[config.mk]
export PLATFORM = sky130hd
export DESIGN_NAME = sprite_ram_loader
export DESIGN_NICKNAME = d
export VERILOG_FILES = /design/src/rtl/tank_gfx_pkg.sv /design/src/rtl/sprite_xy_counter.sv /design/src/rtl/sprite_ram_loader.sv
export SDC_FILE = /design/constraint.sdc
export NUM_CORES = 1
export LEC_CHECK = 0
export CORE_MARGIN = 3
export CORE_UTILIZATION = 30
export DETAILED_ROUTE_END_ITERATION = 16
export SYNTH_ARGS = -nofsm -noshare
export SYNTH_HDL_FRONTEND = slang
export SYNTH_SLANG_ARGS = --single-unit
export TNS_END_PERCENT = 100
[constraint.sdc]
create_clock -name Clk -period 9.5 [get_ports Clk]
set_clock_uncertainty 0.1 [all_clocks]
set_input_delay 1.9 -clock Clk [delete_from_list [all_inputs] [get_ports Clk]]
set_output_delay 1.9 -clock Clk [all_outputs]
set_load 0.02 [all_outputs]
[src/rtl/tank_gfx_pkg.sv]
// -----------------------------------------------------------------------------
// tank_gfx_pkg
// Shared definitions for the sprite graphics blocks: default RAM geometry,
// the transparent colour key, sprite dimension widths and the loader FSM
// state encoding.
// -----------------------------------------------------------------------------
package tank_gfx_pkg;

    // Default sprite RAM geometry.
    localparam int unsigned SPRITE_ADDR_W = 19;
    localparam int unsigned SPRITE_DATA_W = 24;

    // Pixels equal to this key are treated as transparent by the renderer.
    // The loader stores them verbatim; it never interprets pixel values.
    localparam logic [23:0] TRANSPARENT_KEY = 24'hFF0000;

    // Sprite dimension counters (width_px / height_px / x / y).
    localparam int unsigned   DIM_W          = 10;
    localparam logic [DIM_W-1:0] DIM_ONE     = DIM_W'(1);

    // Largest legal row pitch exponent (pitch = 2^width_log2 words).
    localparam logic [3:0]    MAX_WIDTH_LOG2 = 4'd9;

    typedef enum logic [1:0] {
        ST_IDLE  = 2'd0,
        ST_CHECK = 2'd1,
        ST_LOAD  = 2'd2,
        ST_FLUSH = 2'd3
    } loader_state_e;

endpackage

[src/rtl/sprite_xy_counter.sv]
// -----------------------------------------------------------------------------
// sprite_xy_counter
// Raster position counter for a sprite being streamed in row-major order.
//
// Ports
//   Clk       : clock, rising edge
//   Reset     : synchronous active-high reset, zeroes x and y
//   step      : advance one pixel (x++, wrapping to the next row)
//   clear     : restart at (0,0); has priority over step
//   width_px  : pixels per row
//   height_px : rows in the sprite
//   x, y      : current pixel position
//   last      : current position is the final pixel of the sprite
// -----------------------------------------------------------------------------
module sprite_xy_counter
    import tank_gfx_pkg::*;
(
    input  logic             Clk,
    input  logic             Reset,
    input  logic             step,
    input  logic             clear,
    input  logic [DIM_W-1:0] width_px,
    input  logic [DIM_W-1:0] height_px,
    output logic [DIM_W-1:0] x,
    output logic [DIM_W-1:0] y,
    output logic             last
);

    logic [DIM_W-1:0] x_q, x_d;
    logic [DIM_W-1:0] y_q, y_d;
    logic             row_end;

    always_comb begin
        // NOTE: every signal gets a default at the top of the block so no
        // path leaves it unassigned, which would infer a latch.
        x_d     = x_q;
        y_d     = y_q;
        row_end = (x_q == width_px - DIM_ONE);

        if (clear) begin
            x_d = '0;
            y_d = '0;
        end else if (step) begin
            if (row_end) begin
                x_d = '0;
                y_d = y_q + DIM_ONE;
            end else begin
                x_d = x_q + DIM_ONE;
            end
        end
    end

    // NOTE: reset is synchronous: it is tested inside the clocked block and
    // has no entry in the sensitivity list.
    always_ff @(posedge Clk) begin
        if (Reset) begin
            // NOTE: state is updated with non-blocking assignments so every
            // flop samples its input before any of them changes.
            x_q <= '0;
            y_q <= '0;
        end else begin
            x_q <= x_d;
            y_q <= y_d;
        end
    end

    assign x    = x_q;
    assign y    = y_q;
    assign last = row_end && (y_q == height_px - DIM_ONE);

endmodule

[src/rtl/sprite_ram_loader.sv]
// -----------------------------------------------------------------------------
// sprite_ram_loader
// Copies a streamed sprite into sprite RAM. Pixels arrive in raster order on a
// valid/ready handshake; each accepted pixel at (x,y) is written one cycle
// later to base_addr + x + (y << width_log2).
//
// Ports
//   Clk, Reset        : clock (rising edge), synchronous active-high reset
//   start             : one-cycle load request, honoured only when idle
//   base_addr         : first RAM word of the sprite
//   width_log2        : row pitch exponent (pitch = 2^width_log2 words)
//   width_px          : pixels per row
//   height_px         : number of rows
//   pix_data/pix_valid: incoming pixel stream
//   pix_ready         : loader accepts a pixel this cycle
//   abort             : cancel an active load
//   we/wr_addr/wr_data: RAM write port (address/data hold when we=0)
//   busy              : a load is in progress
//   done              : one-cycle pulse after the final write
//   err               : sticky geometry error, cleared by the next start
// -----------------------------------------------------------------------------
module sprite_ram_loader
    import tank_gfx_pkg::*;
#(
    parameter int unsigned ADDR_W = SPRITE_ADDR_W,
    parameter int unsigned DATA_W = SPRITE_DATA_W
) (
    input  logic              Clk,
    input  logic              Reset,
    input  logic              start,
    input  logic [ADDR_W-1:0] base_addr,
    input  logic [3:0]        width_log2,
    input  logic [9:0]        width_px,
    input  logic [9:0]        height_px,
    input  logic [DATA_W-1:0] pix_data,
    input  logic              pix_valid,
    output logic              pix_ready,
    input  logic              abort,
    output logic              we,
    output logic [ADDR_W-1:0] wr_addr,
    output logic [DATA_W-1:0] wr_data,
    output logic              busy,
    output logic              done,
    output logic              err
);

    // Wide enough that base + ((height-1) << width_log2) + width - 1 cannot
    // wrap for any 4-bit width_log2, so the bounds test is exact.
    localparam int unsigned CHK_W = ADDR_W + DIM_W + 16;

    loader_state_e     state_q, state_d;
    logic [ADDR_W-1:0] base_q, base_d;
    logic [3:0]        log2_q, log2_d;
    logic [DIM_W-1:0]  wpx_q, wpx_d;
    logic [DIM_W-1:0]  hpx_q, hpx_d;
    logic              we_q, we_d;
    logic [ADDR_W-1:0] wr_addr_q, wr_addr_d;
    logic [DATA_W-1:0] wr_data_q, wr_data_d;
    logic              done_q, done_d;
    logic              err_q, err_d;

    logic              start_ok;
    logic              accept;
    logic              geom_bad;
    logic [16:0]       pitch;
    logic [CHK_W-1:0]  end_addr;
    logic [DIM_W-1:0]  cur_x, cur_y;
    logic              cur_last;
    logic [ADDR_W-1:0] pix_addr;

    sprite_xy_counter u_xy (
        .Clk       (Clk),
        .Reset     (Reset),
        .step      (we_d),
        .clear     (start_ok),
        .width_px  (wpx_q),
        .height_px (hpx_q),
        .x         (cur_x),
        .y         (cur_y),
        .last      (cur_last)
    );

    // ---------------- FSM: state register ----------------
    always_ff @(posedge Clk) begin
        if (Reset) state_q <= ST_IDLE;
        else       state_q <= state_d;
    end

    // ---------------- FSM: next state ----------------
    always_comb begin
        state_d = state_q;
        case (state_q)
            ST_IDLE:  if (start) state_d = ST_CHECK;
            ST_CHECK: state_d = (abort || geom_bad) ? ST_IDLE : ST_LOAD;
            ST_LOAD: begin
                if (abort)                    state_d = ST_IDLE;
                else if (accept && cur_last)  state_d = ST_FLUSH;
            end
            ST_FLUSH: state_d = ST_IDLE;
            default:  state_d = ST_IDLE;
        endcase
    end

    // ---------------- FSM: outputs ----------------
    always_comb begin
        pix_ready = (state_q == ST_LOAD);
        busy      = (state_q != ST_IDLE);
        start_ok  = (state_q == ST_IDLE) && start;
        accept    = pix_ready && pix_valid;
    end

    // Geometry validation on the latched request, used during CHECK.
    always_comb begin
        pitch    = 17'd1 << log2_q;
        end_addr = CHK_W'(base_q)
                 + (CHK_W'(hpx_q - DIM_ONE) << log2_q)
                 + CHK_W'(wpx_q) - CHK_W'(1);
        geom_bad = (wpx_q == '0) || (hpx_q == '0)
                || (log2_q > MAX_WIDTH_LOG2)
                || (17'(wpx_q) > pitch)
                || (end_addr >= (CHK_W'(1) << ADDR_W));
        pix_addr = base_q + ADDR_W'(cur_x) + (ADDR_W'(cur_y) << log2_q);
    end

    // ---------------- datapath next values ----------------
    always_comb begin
        base_d    = base_q;
        log2_d    = log2_q;
        wpx_d     = wpx_q;
        hpx_d     = hpx_q;
        wr_addr_d = wr_addr_q;
        wr_data_d = wr_data_q;
        err_d     = err_q;

        if (start_ok) begin
            base_d = base_addr;
            log2_d = width_log2;
            wpx_d  = width_px;
            hpx_d  = height_px;
        end

        // A beat accepted in the same cycle as abort is dropped.
        we_d = accept && !abort;
        if (we_d) begin
            wr_addr_d = pix_addr;
            wr_data_d = pix_data;
        end

        // FLUSH is the cycle the final write is visible; done follows it.
        done_d = (state_q == ST_FLUSH);

        if (start_ok)
            err_d = 1'b0;
        else if ((state_q == ST_CHECK) && !abort && geom_bad)
            err_d = 1'b1;
    end

    always_ff @(posedge Clk) begin
        if (Reset) begin
            base_q    <= '0;
            log2_q    <= '0;
            wpx_q     <= '0;
            hpx_q     <= '0;
            we_q      <= 1'b0;
            wr_addr_q <= '0;
            wr_data_q <= '0;
            done_q    <= 1'b0;
            err_q     <= 1'b0;
        end else begin
            base_q    <= base_d;
            log2_q    <= log2_d;
            wpx_q     <= wpx_d;
            hpx_q     <= hpx_d;
            we_q      <= we_d;
            wr_addr_q <= wr_addr_d;
            wr_data_q <= wr_data_d;
            done_q    <= done_d;
            err_q     <= err_d;
        end
    end

    assign we      = we_q;
    assign wr_addr = wr_addr_q;
    assign wr_data = wr_data_q;
    assign done    = done_q;
    assign err     = err_q;

endmodule

### After elaboration in Yosys (flattened, before gate mapping)

Cells that the tools add are included.

| cells by class | value |
|---|---|
| $add $sub $neg | 10 |
| shift-type cells | 3 |
| mux-type cells | 6 |
| reduce and logical (&&, ||, !) cells | 20 |
| order comparisons | 3 |
| eq/ne operators | 7 |

Operators with widths:

| operator | number |
|---|---|
| $add A19 B45 Y45 | 1 |
| $add A45 B10 Y45 | 1 |
| $ge A45 B20 Y1 const B | 1 |
| $shl A45 B4 Y45 | 1 |
| $sub A45 B1 Y45 const B | 1 |
| $add A10 B1 Y10 const B | 2 |
| $eq A10 B10 Y1 | 2 |
| $logic_not A10 Y1 | 2 |
| $sub A10 B1 Y10 const B | 2 |
| $add A19 B10 Y19 | 1 |
| $add A19 B19 Y19 | 1 |
| $shl A10 B4 Y19 | 1 |
| $gt A10 B17 Y1 | 1 |
| $shl A1 B4 Y17 const A | 1 |
| $sub A10 B1 Y11 const B | 1 |
| $mux W10 | 1 |
| $mux W2 | 4 |
| $pmux W2 S4 | 1 |
| $logic_and A1 B1 Y1 | 7 |
| $logic_or A1 B1 Y1 | 5 |
| $eq A2 B2 Y1 const B | 2 |
| $gt A4 B4 Y1 const B | 1 |
| $reduce_and A2 Y1 | 2 |
| $ne A3 B1 Y1 const B | 1 |
| 6 further kinds | 6 |

| storage, ports and cells | value |
|---|---|
| logic and storage cells | 61 |
| input port bits | 72 |
| flip-flop bits (word level) | 111 |

### Longest topological paths before layout

| logic depth | value |
|---|---|
| depth in word-level cells | 10 |
| mapped depth | 25 |

### By module

Synthesis repeated with hierarchy kept, for this count alone.

| second synthesis, totals | value |
|---|---|
| cells, all modules | 1260 |
| area total of the unflattened synthesis | 9606.7 µm² |

By module, submodules not included:

| module | instances | cells an instance | seq. area each (µm²) | area an instance (µm²) |
|---|---|---|---|---|
| sprite_ram_loader | 1 | 1063 | 1821.7 | 8016.4 |
| sprite_xy_counter | 1 | 197 | 400.4 | 1590.3 |

### Least setup slack after synthesis

No wires, ideal clock.

| timing | value |
|---|---|
| path type | reg2reg |
| start | register hpx_q[0] |
| end | register err_q, in the netlist err |
| data required time | 9285 ps |
| path slack | 4495 ps |
| period minus slack after synthesis | 5005 ps |
| setup time | 115 ps |
| arrival time | 4790 ps |
| cell stages (with the launch flop) | 24 |
| path through | dfxtp_1 inv_1 ha_1 or4b_4 nor4_2 inv_2 mux4_2 inv_1 mux2i_1 nand2_1 o21ai_1 ha_1 inv_1 ha_1 ha_1 clkbuf_1 a21o_1 a21oi_1 or3b_1 o21ai_1 xnor2_1 a311oi_1 a31oi_1 o21ba_1 |

| between the ends | value |
|---|---|
| longest elaborated chain between the ends | 8 |
| elaborated cells between the ends (all ways) | 12 |

Ends and longest elaborated chain:

| element | RTL line | RTL |
|---|---|---|
| start, declared | sprite_ram_loader.sv:55 | `logic [DIM_W-1:0] hpx_q, hpx_d;` |
| start signal, assigned | sprite_ram_loader.sv:173 | `hpx_q <= hpx_d;` |
| $sub A10 B1 Y11 | sprite_ram_loader.sv:116 | `+ (CHK_W'(hpx_q - DIM_ONE) << log2_q)` |
| $shl A45 B4 Y45 | sprite_ram_loader.sv:116 |  |
| $add A19 B45 Y45 | sprite_ram_loader.sv:116 |  |
| $add A45 B10 Y45 | sprite_ram_loader.sv:117 | `+ CHK_W'(wpx_q) - CHK_W'(1);` |
| $sub A45 B1 Y45 | sprite_ram_loader.sv:117 |  |
| $ge A45 B20 Y1 | sprite_ram_loader.sv:121 | `\|\| (end_addr >= (CHK_W'(1) << ADDR_W));` |
| $logic_or A1 B1 Y1 (*) | sprite_ram_loader.sv:121 |  |
| $logic_and A1 B1 Y1 (*) | sprite_ram_loader.sv:154 | `else if ((state_q == ST_CHECK) && !abort && geom_bad)` |
| end signal, assigned | sprite_ram_loader.sv:178 | `err_q <= err_d;` |
| end, declared | sprite_ram_loader.sv:60 | `logic err_q, err_d;` |

Mark *: on every way between the ends. The rest lies on a longest branch, timed or not.
A chain may end at the register's enable or synchronous reset.

### Worst setup path in the final report

Same ends and word-level chain as after synthesis.

==> results.md <==
STA:
- Static timing analysis puts the maximum clock frequency at about 180 MHz.
- The worst path uses 59.7% of the clock period.
- Headroom to the max-slew limit came out at 27.5%.
- The count of endpoints failing hold in the final timing report is 0.
- The total count of max-transition violations in the final report is 0.
- The final number of setup-violating endpoints is 0.
- The total negative slack is 0 ns.
- Setup repair after global routing left no endpoint under its margin.
- For the pin with the worst max-slew slack, the measured transition is 1.09 ns.
- The time the worst path needs with I/O delays and setup is 5.67 ns.

Synthesis:
- The proportion of netlist area held by the largest area contributor is 24.4%.
- The largest family of logic cells by synthesized area is simple AND/OR/NAND/NOR gates.
- Synthesis instantiated 75 different standard cells from the library.
- Of the total synthesized cell area, the portion taken by XOR and XNOR cells is 5.96%.
- In the synthesized netlist the dominant register cell turns out to be sky130_fd_sc_hd__dfxtp_1.
- The post-synthesis average cell area is just under 8 sq um.
- The total nets after synthesis is ~1.4k.
- Synthesis inferred 111 register bits.
- After synthesis, flip-flops and latches occupy ~24% of the total area.
- The largest total area in the synthesized netlist belongs to sky130_fd_sc_hd__dfxtp_1.
- For this run, asynchronously set or reset flops after synthesis account for 0%.
- The total of warnings raised by yosys is 0.
- Synthesis produced a netlist whose cell count is 1184.
- After synthesis, the cell types taking the most area are sky130_fd_sc_hd__dfxtp_1 (24%), sky130_fd_sc_hd__ha_1 (14%), sky130_fd_sc_hd__nand2_1 (8.7%).
- The adder and majority gate portion of the synthesized area is between 10% and 20%.
- The post-synthesis cell area is 9110 sq um.
- The post-synthesis simple-gate area fraction is 21.6%.
- The multiplexer share of the synthesized area is ~4.4%.
- The synthesized design contains 0 enable-type register cells.
- The area fraction in compound gates after synthesis is 18.0%.
- Yosys instantiated no cell more often than sky130_fd_sc_hd__nand2_1.
- Counting instances in the post-synthesis netlist gives the leading cell types as sky130_fd_sc_hd__nand2_1 (212), sky130_fd_sc_hd__a21oi_1 (140), sky130_fd_sc_hd__dfxtp_1 (111), sky130_fd_sc_hd__ha_1 (101), sky130_fd_sc_hd__inv_1 (92).

Routing:
- Summing over every cut layer, the via total after detailed routing is 8394.
- After detailed routing, the number of vias per cell comes to between 5 and 6.
- The remaining design rule violation count is 0.
- The detailed-router iteration count before antenna repair is 7.
- In this run, the number of DRC markers left after iteration 0 of detailed routing was about 470.
- After detailed routing, the average wire length per cell comes to 15.9 um.
- The number of nets with antenna violations after detailed routing is 0.
- For this block, the routed nets add up to 26400 um of wire.

Status:
- The flow ran to the end, and the final reports show no timing, DRC or antenna violations.

Pwr:
- The static leakage is 4.39 nW.
- The largest vdd supply drop is a little over 80 uV.
- The power per cell area is 147 nW/um^2.
- The total power consumption of the routed design is 0.00160 W.

Clock tree:
- The number of clock buffers added by TritonCTS is 9.
- The clock drives 111 sinks.
- At the later pin of the worst-skew pair, clock insertion delay measures 0.36 ns.
- The total of cells resized after clock tree synthesis is 0.
- After clock tree synthesis, the clock-pin slew on the worst setup and hold paths is 0.09 ns.
- CTS built an H-tree with a depth of 3.
- The clock tree root buffer cell is sky130_fd_sc_hd__clkbuf_16.
- TritonCTS built the clock tree.
- In this run the deepest clock path goes through 2 buffers.
- Hold repair after CTS inserted 0 buffers.
- Once the clock tree was built, the setup fixing pass inserted 0 buffers.

Cells and area:
- The share of cells above drive strength 1 is 5.13%.
- For this run, the share of the core covered by cells in the final layout is 36.5%.
- Compared with the post-synthesis result, the final layout area differs by 19.5%.
- The filler cells instantiated in the layout total 3141.
- At the end of the flow, the number of nets in the layout was 1456.

Min path:
- The critical hold path startpoint is wr_data[11]$_SDFFE_PP0P_.
- The cell count of the worst hold path is 2.
- The min-delay analysis places its worst path in the category flip-flop to flip-flop.
- The path with the worst hold slack has its endpoint at wr_data[11]$_SDFFE_PP0P_.

Setup path:
- The critical path in this run is classified as flip-flop to flip-flop.
- At the worst endpoint, the arrival time is about 5.8 ns.
- Along the worst path, the maximum fanout reaches 11.
- STA classifies the critical path startpoint as a flip-flop.
- For flop-to-flop paths, the worst setup slack is 3.83 ns.
- The critical path launch point is hpx_q[0]$_SDFFE_PP0P_.
- At the worst endpoint, the required time is 9.66 ns.
- The worst register-to-register path has a depth of 24.
- The worst register-to-register path begins at hpx_q[0]$_SDFFE_PP0P_.
- The kind of end point of the critical path is a flip-flop.
- The endpoint identified for the worst register-to-register timing path is err$_SDFFE_PP0P_.

Floorplanning:
- The boundary pin count is 120.
- The floorplan step set the die width to 180 um.
- The die outline area is 32500 sq um.
- The area of the core is 29800 sq um.
- Once the floorplan was initialized, standard cells occupied a little under a third of the core.
- The floorplan has 63 rows.
- The die is 180 um tall.

GRT:
- The number of global-route vias before repair is 8166.
- The total global-route track usage is 15.8%.
- The total overflow left after global routing is 0.
- The initial antenna violation count is 0.
- The first global-routing pass estimated between 40000 and 50000 um of wire.
- Entering global routing, the biggest net connects between 70 and 80 pins.

Run:
- The number of maximum-capacitance constraint violations is 0.

Placement:
- The total of buffers placed on input and output ports is 119.
- The routability-driven placement congestion ratio is 0.898.
- The half-perimeter wire length of the detailed placement result is 20300 um.
## registers in the layout, summed over array words and instances (netlist names), 2 cells and up
| name | count |
|---|---|
| wr_addr | 19 |
| u_xy.x | 10 |
| u_xy.y | 10 |
| state_q | 2 |
| log2_q | 4 |
| hpx_q | 10 |
| base_q | 19 |
| wpx_q | 10 |
| wr_data | 24 |
## cell type report
type                            instances  area [sq um]  share of cell area [%]
Multi-Input combinational cell        915          6260                    57.5
Clock inverter                          7          70.1                   0.644
Timing Repair Buffer                  128          1260                    11.5
Tap cell                              390           488                    4.48
Clock buffer                            9           225                    2.07
Antenna cell                            1          2.50                  0.0230
Inverter                               96           360                    3.31
Sequential cell                       111          2220                    20.4
## per-stage QoR
step / hold slack (ns) / setup WS [ns] / cell area, sq um / instances
3_3_place_gp: 0.341 / 3.97 / 10600 / 1640
2_1_floorplan: 0.336 / 4.50 / 9110 / 1184
3_5_place_dp: 0.346 / 3.89 / 10600 / 1640
6_report: 0.357 / 3.83 / 10900 / 1657
4_1_cts: 0.359 / 3.86 / 10900 / 1656
5_1_grt: 0.378 / 3.39 / 10900 / 1656
## report_power, final
| group | switching, W | internal [W] |
|---|---|---|
| clock | 0.000211 | 0.000187 |
| sequential | 0.0000184 | 0.000476 |
| combinational | 0.000406 | 0.000304 |
## how the worst max path moves through the flow
stage / to / slack (ns) / depth (start not counted)
after floorplan: err$_SDFFE_PP0P_ / 4.50 / 23
after global placement: err$_SDFFE_PP0P_ / 3.97 / 24
after detailed placement: err$_SDFFE_PP0P_ / 3.89 / 24
after CTS: err$_SDFFE_PP0P_ / 3.86 / 24
after global routing: state_q[1]$_SDFFE_PP0P_ / 3.39 / 24
final: err$_SDFFE_PP0P_ / 3.83 / 24
## metal layers
layer / global-route usage (%) / share of wire, % / up-vias
met5: 0 / 0 / -
met3: 2.40 / 3.9 / 32
met4: 5.37 / 2.7 / 0
met1: 20.2 / 45 / 3981
li1: - / - / 4219
met2: 27.1 / 49 / 162
## cells by family (layout without fill, tap and decap cells)
logic type,count (synthesis),count (layout)
compound gates,275,275
xor+xnor,62,62
fa+ha+maj,123,123
buf+inv,158,240
flops,111,111
mux,37,37
other cells,0,1
simple gates,418,418
## worst max-delay path: stages (launching register included)
cell and delay, ns:
sky130_fd_sc_hd__dfxtp_1 0.39, sky130_fd_sc_hd__inv_1 0.13, sky130_fd_sc_hd__ha_1 0.30, sky130_fd_sc_hd__or4b_4 0.52, sky130_fd_sc_hd__nor4_2 0.21, sky130_fd_sc_hd__buf_4 0.23
sky130_fd_sc_hd__inv_2 0.09, sky130_fd_sc_hd__mux4_2 0.49, sky130_fd_sc_hd__inv_1 0.08, sky130_fd_sc_hd__mux2i_1 0.10, sky130_fd_sc_hd__nor2_1 0.12, sky130_fd_sc_hd__a31oi_1 0.05
sky130_fd_sc_hd__ha_1 0.30, sky130_fd_sc_hd__inv_1 0.04, sky130_fd_sc_hd__ha_1 0.28, sky130_fd_sc_hd__ha_1 0.32, sky130_fd_sc_hd__and4_1 0.20, sky130_fd_sc_hd__o211ai_1 0.09
sky130_fd_sc_hd__a31o_2 0.23, sky130_fd_sc_hd__a21oi_1 0.36, sky130_fd_sc_hd__o21ai_1 0.15, sky130_fd_sc_hd__xnor2_1 0.14, sky130_fd_sc_hd__a311oi_1 0.34, sky130_fd_sc_hd__a31oi_1 0.13
sky130_fd_sc_hd__o21ba_1 0.18
## layout by cell type, fill, tap and decap left out, types with 14 or more instances in the layout
cell and instances:
sky130_fd_sc_hd__xor2_1 25, sky130_fd_sc_hd__inv_1 92, sky130_fd_sc_hd__nor2_1 80, sky130_fd_sc_hd__a21oi_1 140, sky130_fd_sc_hd__dfxtp_1 111, sky130_fd_sc_hd__nand3_1 16
sky130_fd_sc_hd__nand2_1 212, sky130_fd_sc_hd__mux2i_1 24, sky130_fd_sc_hd__xnor2_1 37, sky130_fd_sc_hd__clkdlybuf4s50_1 118, sky130_fd_sc_hd__o21ai_0 33, sky130_fd_sc_hd__fa_1 22
sky130_fd_sc_hd__ha_1 101, sky130_fd_sc_hd__nand4_1 14
Note: power is estimated with default switching activity, not from simulation.
